`src/rtl/imem_loader.sv`:
```
// Byte-stream program loader: assembles big-endian 32-bit words, writes them to
// instruction memory from address 0 and releases the CPU only after a good checksum.
module imem_loader #(
  parameter int unsigned ADDR_WIDTH = 8
) (
  input  logic                  clk,
  input  logic                  RESET,
  input  logic                  start,
  input  logic [ADDR_WIDTH:0]   num_words,
  input  logic [7:0]            byte_in,
  input  logic                  byte_valid,
  output logic                  byte_ready,
  output logic                  im_we,
  output logic [ADDR_WIDTH-1:0] im_addr,
  output logic [31:0]           im_wdata,
  output logic                  cpu_hold,
  output logic                  busy,
  output logic                  done,
  output logic                  err
);

  typedef enum logic [2:0] {
    S_IDLE,
    S_RECV,
    S_WRITE,
    S_CHECK,
    S_DONE,
    S_ERROR
  } state_t;

  localparam logic [ADDR_WIDTH:0] DEPTH    = {1'b1, {ADDR_WIDTH{1'b0}}};
  localparam logic [ADDR_WIDTH:0] ADDR_ONE = {{ADDR_WIDTH{1'b0}}, 1'b1};

  state_t                state;
  logic [ADDR_WIDTH:0]   count;
  logic [ADDR_WIDTH:0]   addr;
  logic [ADDR_WIDTH:0]   addr_inc;
  logic [1:0]            idx;
  logic [23:0]           word;
  logic [7:0]            csum;
  logic                  count_ok;
  logic                  accept;

  assign count_ok = (num_words != '0) && (num_words <= DEPTH);
  assign accept   = byte_valid && byte_ready;
  // addr is one bit wider than im_addr so a full-depth image ends without wrapping
  assign addr_inc = addr + ADDR_ONE;

  always_ff @(posedge clk or posedge RESET) begin
    if (RESET) begin
      state      <= S_IDLE;
      count      <= '0;
      addr       <= '0;
      idx        <= '0;
      word       <= '0;
      csum       <= '0;
      byte_ready <= 1'b0;
      im_we      <= 1'b0;
      im_addr    <= '0;
      im_wdata   <= '0;
      cpu_hold   <= 1'b1;
      busy       <= 1'b0;
      done       <= 1'b0;
      err        <= 1'b0;
    end else begin
      im_we <= 1'b0;
      case (state)
        S_IDLE, S_DONE, S_ERROR: begin
          if (start) begin
            done     <= 1'b0;
            cpu_hold <= 1'b1;
            if (count_ok) begin
              state      <= S_RECV;
              count      <= num_words;
              addr       <= '0;
              idx        <= '0;
              csum       <= '0;
              byte_ready <= 1'b1;
              busy       <= 1'b1;
              err        <= 1'b0;
            end else begin
              state      <= S_ERROR;
              byte_ready <= 1'b0;
              busy       <= 1'b0;
              err        <= 1'b1;
            end
          end
        end

        S_RECV: begin
          if (accept) begin
            word <= {word[15:0], byte_in};
            csum <= csum ^ byte_in;
            idx  <= idx + 2'd1;
            // fourth byte completes the word; present it to memory next cycle
            if (idx == 2'd3) begin
              state      <= S_WRITE;
              byte_ready <= 1'b0;
              im_we      <= 1'b1;
              im_addr    <= addr[ADDR_WIDTH-1:0];
              im_wdata   <= {word, byte_in};
            end
          end
        end

        S_WRITE: begin
          addr       <= addr_inc;
          byte_ready <= 1'b1;
          state      <= (addr_inc == count) ? S_CHECK : S_RECV;
        end

        S_CHECK: begin
          if (accept) begin
            byte_ready <= 1'b0;
            busy       <= 1'b0;
            if (byte_in == csum) begin
              state    <= S_DONE;
              done     <= 1'b1;
              cpu_hold <= 1'b0;
            end else begin
              state <= S_ERROR;
              err   <= 1'b1;
            end
          end
        end

        default: begin
          state      <= S_IDLE;
          byte_ready <= 1'b0;
          busy       <= 1'b0;
          done       <= 1'b0;
          err        <= 1'b0;
          cpu_hold   <= 1'b1;
        end
      endcase
    end
  end

endmodule

```
`config.mk`:
```
export PLATFORM = sky130hd
export DESIGN_NAME = imem_loader
export DESIGN_NICKNAME = d
export VERILOG_FILES = /design/src/rtl/imem_loader.sv
export SDC_FILE = /design/constraint.sdc
export NUM_CORES = 1
export LEC_CHECK = 0
export CAP_MARGIN = 10
export CORE_MARGIN = 4
export CORE_UTILIZATION = 26
export CTS_CLUSTER_SIZE = 16
export DETAILED_ROUTE_END_ITERATION = 7
export PLACE_DENSITY = 0.52
export RECOVER_POWER = 50
export SLEW_MARGIN = 20
export SYNTH_ARGS = -nofsm -noshare
export SYNTH_HDL_FRONTEND = slang
export SYNTH_SLANG_ARGS = --single-unit
```
`constraint.sdc`:
```
create_clock -name clk -period 5.05 [get_ports clk]
set_clock_uncertainty 0.05 [all_clocks]
set_input_delay 1.2625 -clock clk [delete_from_list [all_inputs] [get_ports clk]]
set_output_delay 1.2625 -clock clk [all_outputs]
set_load 0.01 [all_outputs]
```
==> metrics.md <==
| Metric | Value |
|---|---|
| Status | `finished, violations left` |
| Failing checks | `capacitance limit, slew limit` |
| Synth Area in Simple Gates | `13.2%` |
| Static leakage | `2.61 nW` |
| Design area | `~5700 µm²` |
| TritonCTS buffer count | `9` |
| Final Util | `about a third` |
| RSZ-0062 raised after global routing | `no` |
| WP data arrival | `between 3000 and 4000 ps` |
| Cell at the root of the clock tree | `clkbuf_16` |
| Largest net degree at the start of global routing | `37` |
| GR Overflow Total | `0` |
| Largest family of logic cells by synthesized area | `multiplexers` |
| Die height | `about 140 µm` |
| Adder and majority gate portion of the synthesized area | `0.552%` |
| Post-synth EDFFs | `0` |
| CTS tree | `done` |
| Sequential-to-total area share from yosys stat | `a little under three fifths` |
| Critical Path Sink Type | `register` |
| Synthesis-to-finish area growth | `26.4%` |
| Post-Synth XOR/XNOR Area | `4.06%` |
| Syn_area_per_cell | `11.7 µm²` |
| Synth Net Count | `409` |
| Dpl cell area | `between 5000 and 6000 µm²` |
| Initial antenna violation count | `0` |
| Pre-Repair DR Iteration Count | `4` |
| Via/cell ratio | `4.55` |
| Input/output buffers | `66` |
| Core Area | `about 17000 µm²` |
| Period utilisation layout | `71.0%` |
| Mux cell area share after synthesis | `16.2%` |
| Clk sink count | `101` |
| Ant diodes | `0` |
| Setup Fix Bufs, Post-CTS | `0` |
| Routability cong. | `0.785` |
| CTS H-tree depth | `3` |
| Routed wire length | `10.3 mm` |
| Hold slack | `432 ps` |
| Most used DFF post-synth | `dfrtp_1` |
| Peak supply drop | `0.189 mV` |
| Kind of critical path | `in -> reg` |
| Mapped Area | `approximately 4500 µm²` |
| Reg clk slew, reported paths | `about 70 ps` |
| Max_slew headroom | `-3.34%` |
| Post-detailed-route count of antenna-violating nets | `0` |
| Type of the worst min-delay path | `reg -> reg` |
| Site row count | `48` |
| Min Tclk post-route | `3590 ps` |
| Post-DP HPWL | `7.29 mm` |
| GRT Util Overall | `10.8%` |
| CP Max Fanout | `28` |
| Worst slew pin tran | `1540 ps` |
| Clk Latency, worst-skew pair | `about 340 ps` |
| Initial DRC count | `128` |
| Share of layout cells above drive strength 1 | `19.6%` |
| CTS hold repair buffers | `0` |
| Synth Instances | `386` |
| Worst path required time | `5230 ps` |
| First-pass GRT wire length | `17.2 mm` |
| DIE AREA | `a little under 20000 µm²` |
| Starting density of the core | `26.4%` |
| Die width | `140 µm` |
| Max-slew violations | `35` |
| Routed WL per cell | `15.1 µm` |
| YS warnings | `0` |
| Number of global-route vias before repair | `approximately 3300` |
| Post-cts resize count | `0` |
| F_max | `0.279 GHz` |
| P per Cell Area | `514 nW/µm²` |
| Final setup viols | `0` |
| Ys async rst share | `between 90% and 100%` |
| Compound-Gate Fraction of Synth Area | `7.04%` |
| Final setup TNS | `0 ps` |
| Max-cap violations | `1` |
| DRC viols | `0` |
| Fin. Hold Viols | `0` |
| CTS Buffer Depth | `2` |
| Startpoint Class | `primary input` |
| Via count | `3091` |
| Yosys reg bits | `101` |
| Ports | `67` |
| Yosys cell types | `50` |
| # nets final | `473` |
-- cells in the mapped netlist (all sizes together) (3+ instances only) --
master / instances / share of area (%)
buf: 13 / 2.2
nand4: 4 / 0.55
xnor2: 17 / 3.3
nor2: 10 / 0.83
clkbuf: 7 / 0.58
a21oi: 7 / 0.77
xor2: 4 / 0.77
inv: 5 / 0.41
a21o: 3 / 0.50
nand2: 78 / 6.5
mux2i: 7 / 1.5
a31oi: 8 / 1.1
and2: 4 / 0.55
nand2b: 3 / 0.58
or3: 6 / 0.83
nand3: 3 / 0.44
o21bai: 3 / 0.50
dfrtp: 100 / 55
o21ai: 10 / 1.1
nor4: 5 / 0.69
nor3: 3 / 0.83
mux2: 59 / 15
-- cell type report --
type                       count  area, µm²
clock buffer                  12        246
sequential                   101       2530
clock inverter                 4       77.6
inverter                       5       20.0
tap                          225        282
multi-input combinational    260       1860
fill                        1774      11400
timing repair buffer          73        713
-- routing by layer --
| layer | track usage (%) | vias up | share of wire [%] |
|---|---|---|---|
| met1 | 14.3 | 1550 | 48 |
| met3 | 3.11 | 12 | 4.5 |
| met2 | 17.4 | 63 | 46 |
| met5 | 0 | - | 0 |
| met4 | 3.16 | 0 | 1.3 |
| li1 | - | 1466 | - |
-- stage by stage --
stage	power (mW)	worst slack (ps)	instances
floorplan	1.85	1090	386
detailed placement	2.24	1140	664
CTS	3.01	1490	680
global route	3.13	1280	680
finish	2.94	1460	680
global placement	2.22	1190	664
-- worst max-delay path: stages --
cell and delay (ps):
dlygate4sd3_1 590, nand2_1 170, nor3_4 140, buf_4 300, and2_2 640, buf_4 290
mux2_2 350
-- power by group --
part / switching, mW / internal (mW) / total, mW
Combinational: 0.382 / 0.487 / 0.869
Sequential: 0.238 / 1.08 / 1.32
Clock: 0.300 / 0.452 / 0.752
Total: 0.919 / 2.02 / 2.94
-- registers in the layout, summed over array words and instances (netlist names) --
register,cells
addr,9
busy,1
byte_ready,1
count,9
cpu_hold,1
csum,8
done,1
err,1
idx,2
im_addr,8
im_wdata,32
im_we,1
state,3
word,24
-- layout by cell type (no fill, tap or decap), drive strengths merged, types with 3 or more instances in the layout --
| master | n |
|---|---|
| inv | 6 |
| nand4 | 4 |
| nor2 | 10 |
| mux2i | 7 |
| a21oi | 7 |
| mux2 | 59 |
| buf | 7 |
| and2 | 4 |
| o21ai | 10 |
| a31oi | 8 |
| nand3 | 3 |
| xnor2 | 17 |
| a21o | 3 |
| nor3 | 3 |
| xor2 | 4 |
| clkdlybuf4s50 | 45 |
| o21bai | 3 |
| dlygate4sd3 | 21 |
| nor4 | 5 |
| or3 | 6 |
| nand2b | 3 |
| dfrtp | 100 |
| clkbuf | 12 |
| nand2 | 78 |
-- cell families after synthesis --
kind of cell | after synthesis
AND/OR/NAND/NOR | 124
flip-flops | 101
multiplexers | 66
AO/OA/AOI/OAI | 47
buffers and inverters | 25
XOR/XNOR | 21
adder cells (fa/ha/maj) | 2
-- path summary, 6_finish.rpt --
| path | slack, ps | depth (start not counted) | endpoint | startpoint |
|---|---|---|---|---|
| min reg2reg | 430 | 2 | word[22] | word[22] |
| max | 1460 | 7 | im_addr[3] | byte_valid |
| min | 430 | 2 | word[22] | word[22] |
| max reg2reg | 2430 | 6 | im_addr[3] | state[0] |
| min in group asynchronous | 1690 | 2 | im_addr[3] | RESET |
| max in group asynchronous | 2160 | 3 | word[7] | RESET |
(Power assumes the default switching activity.)
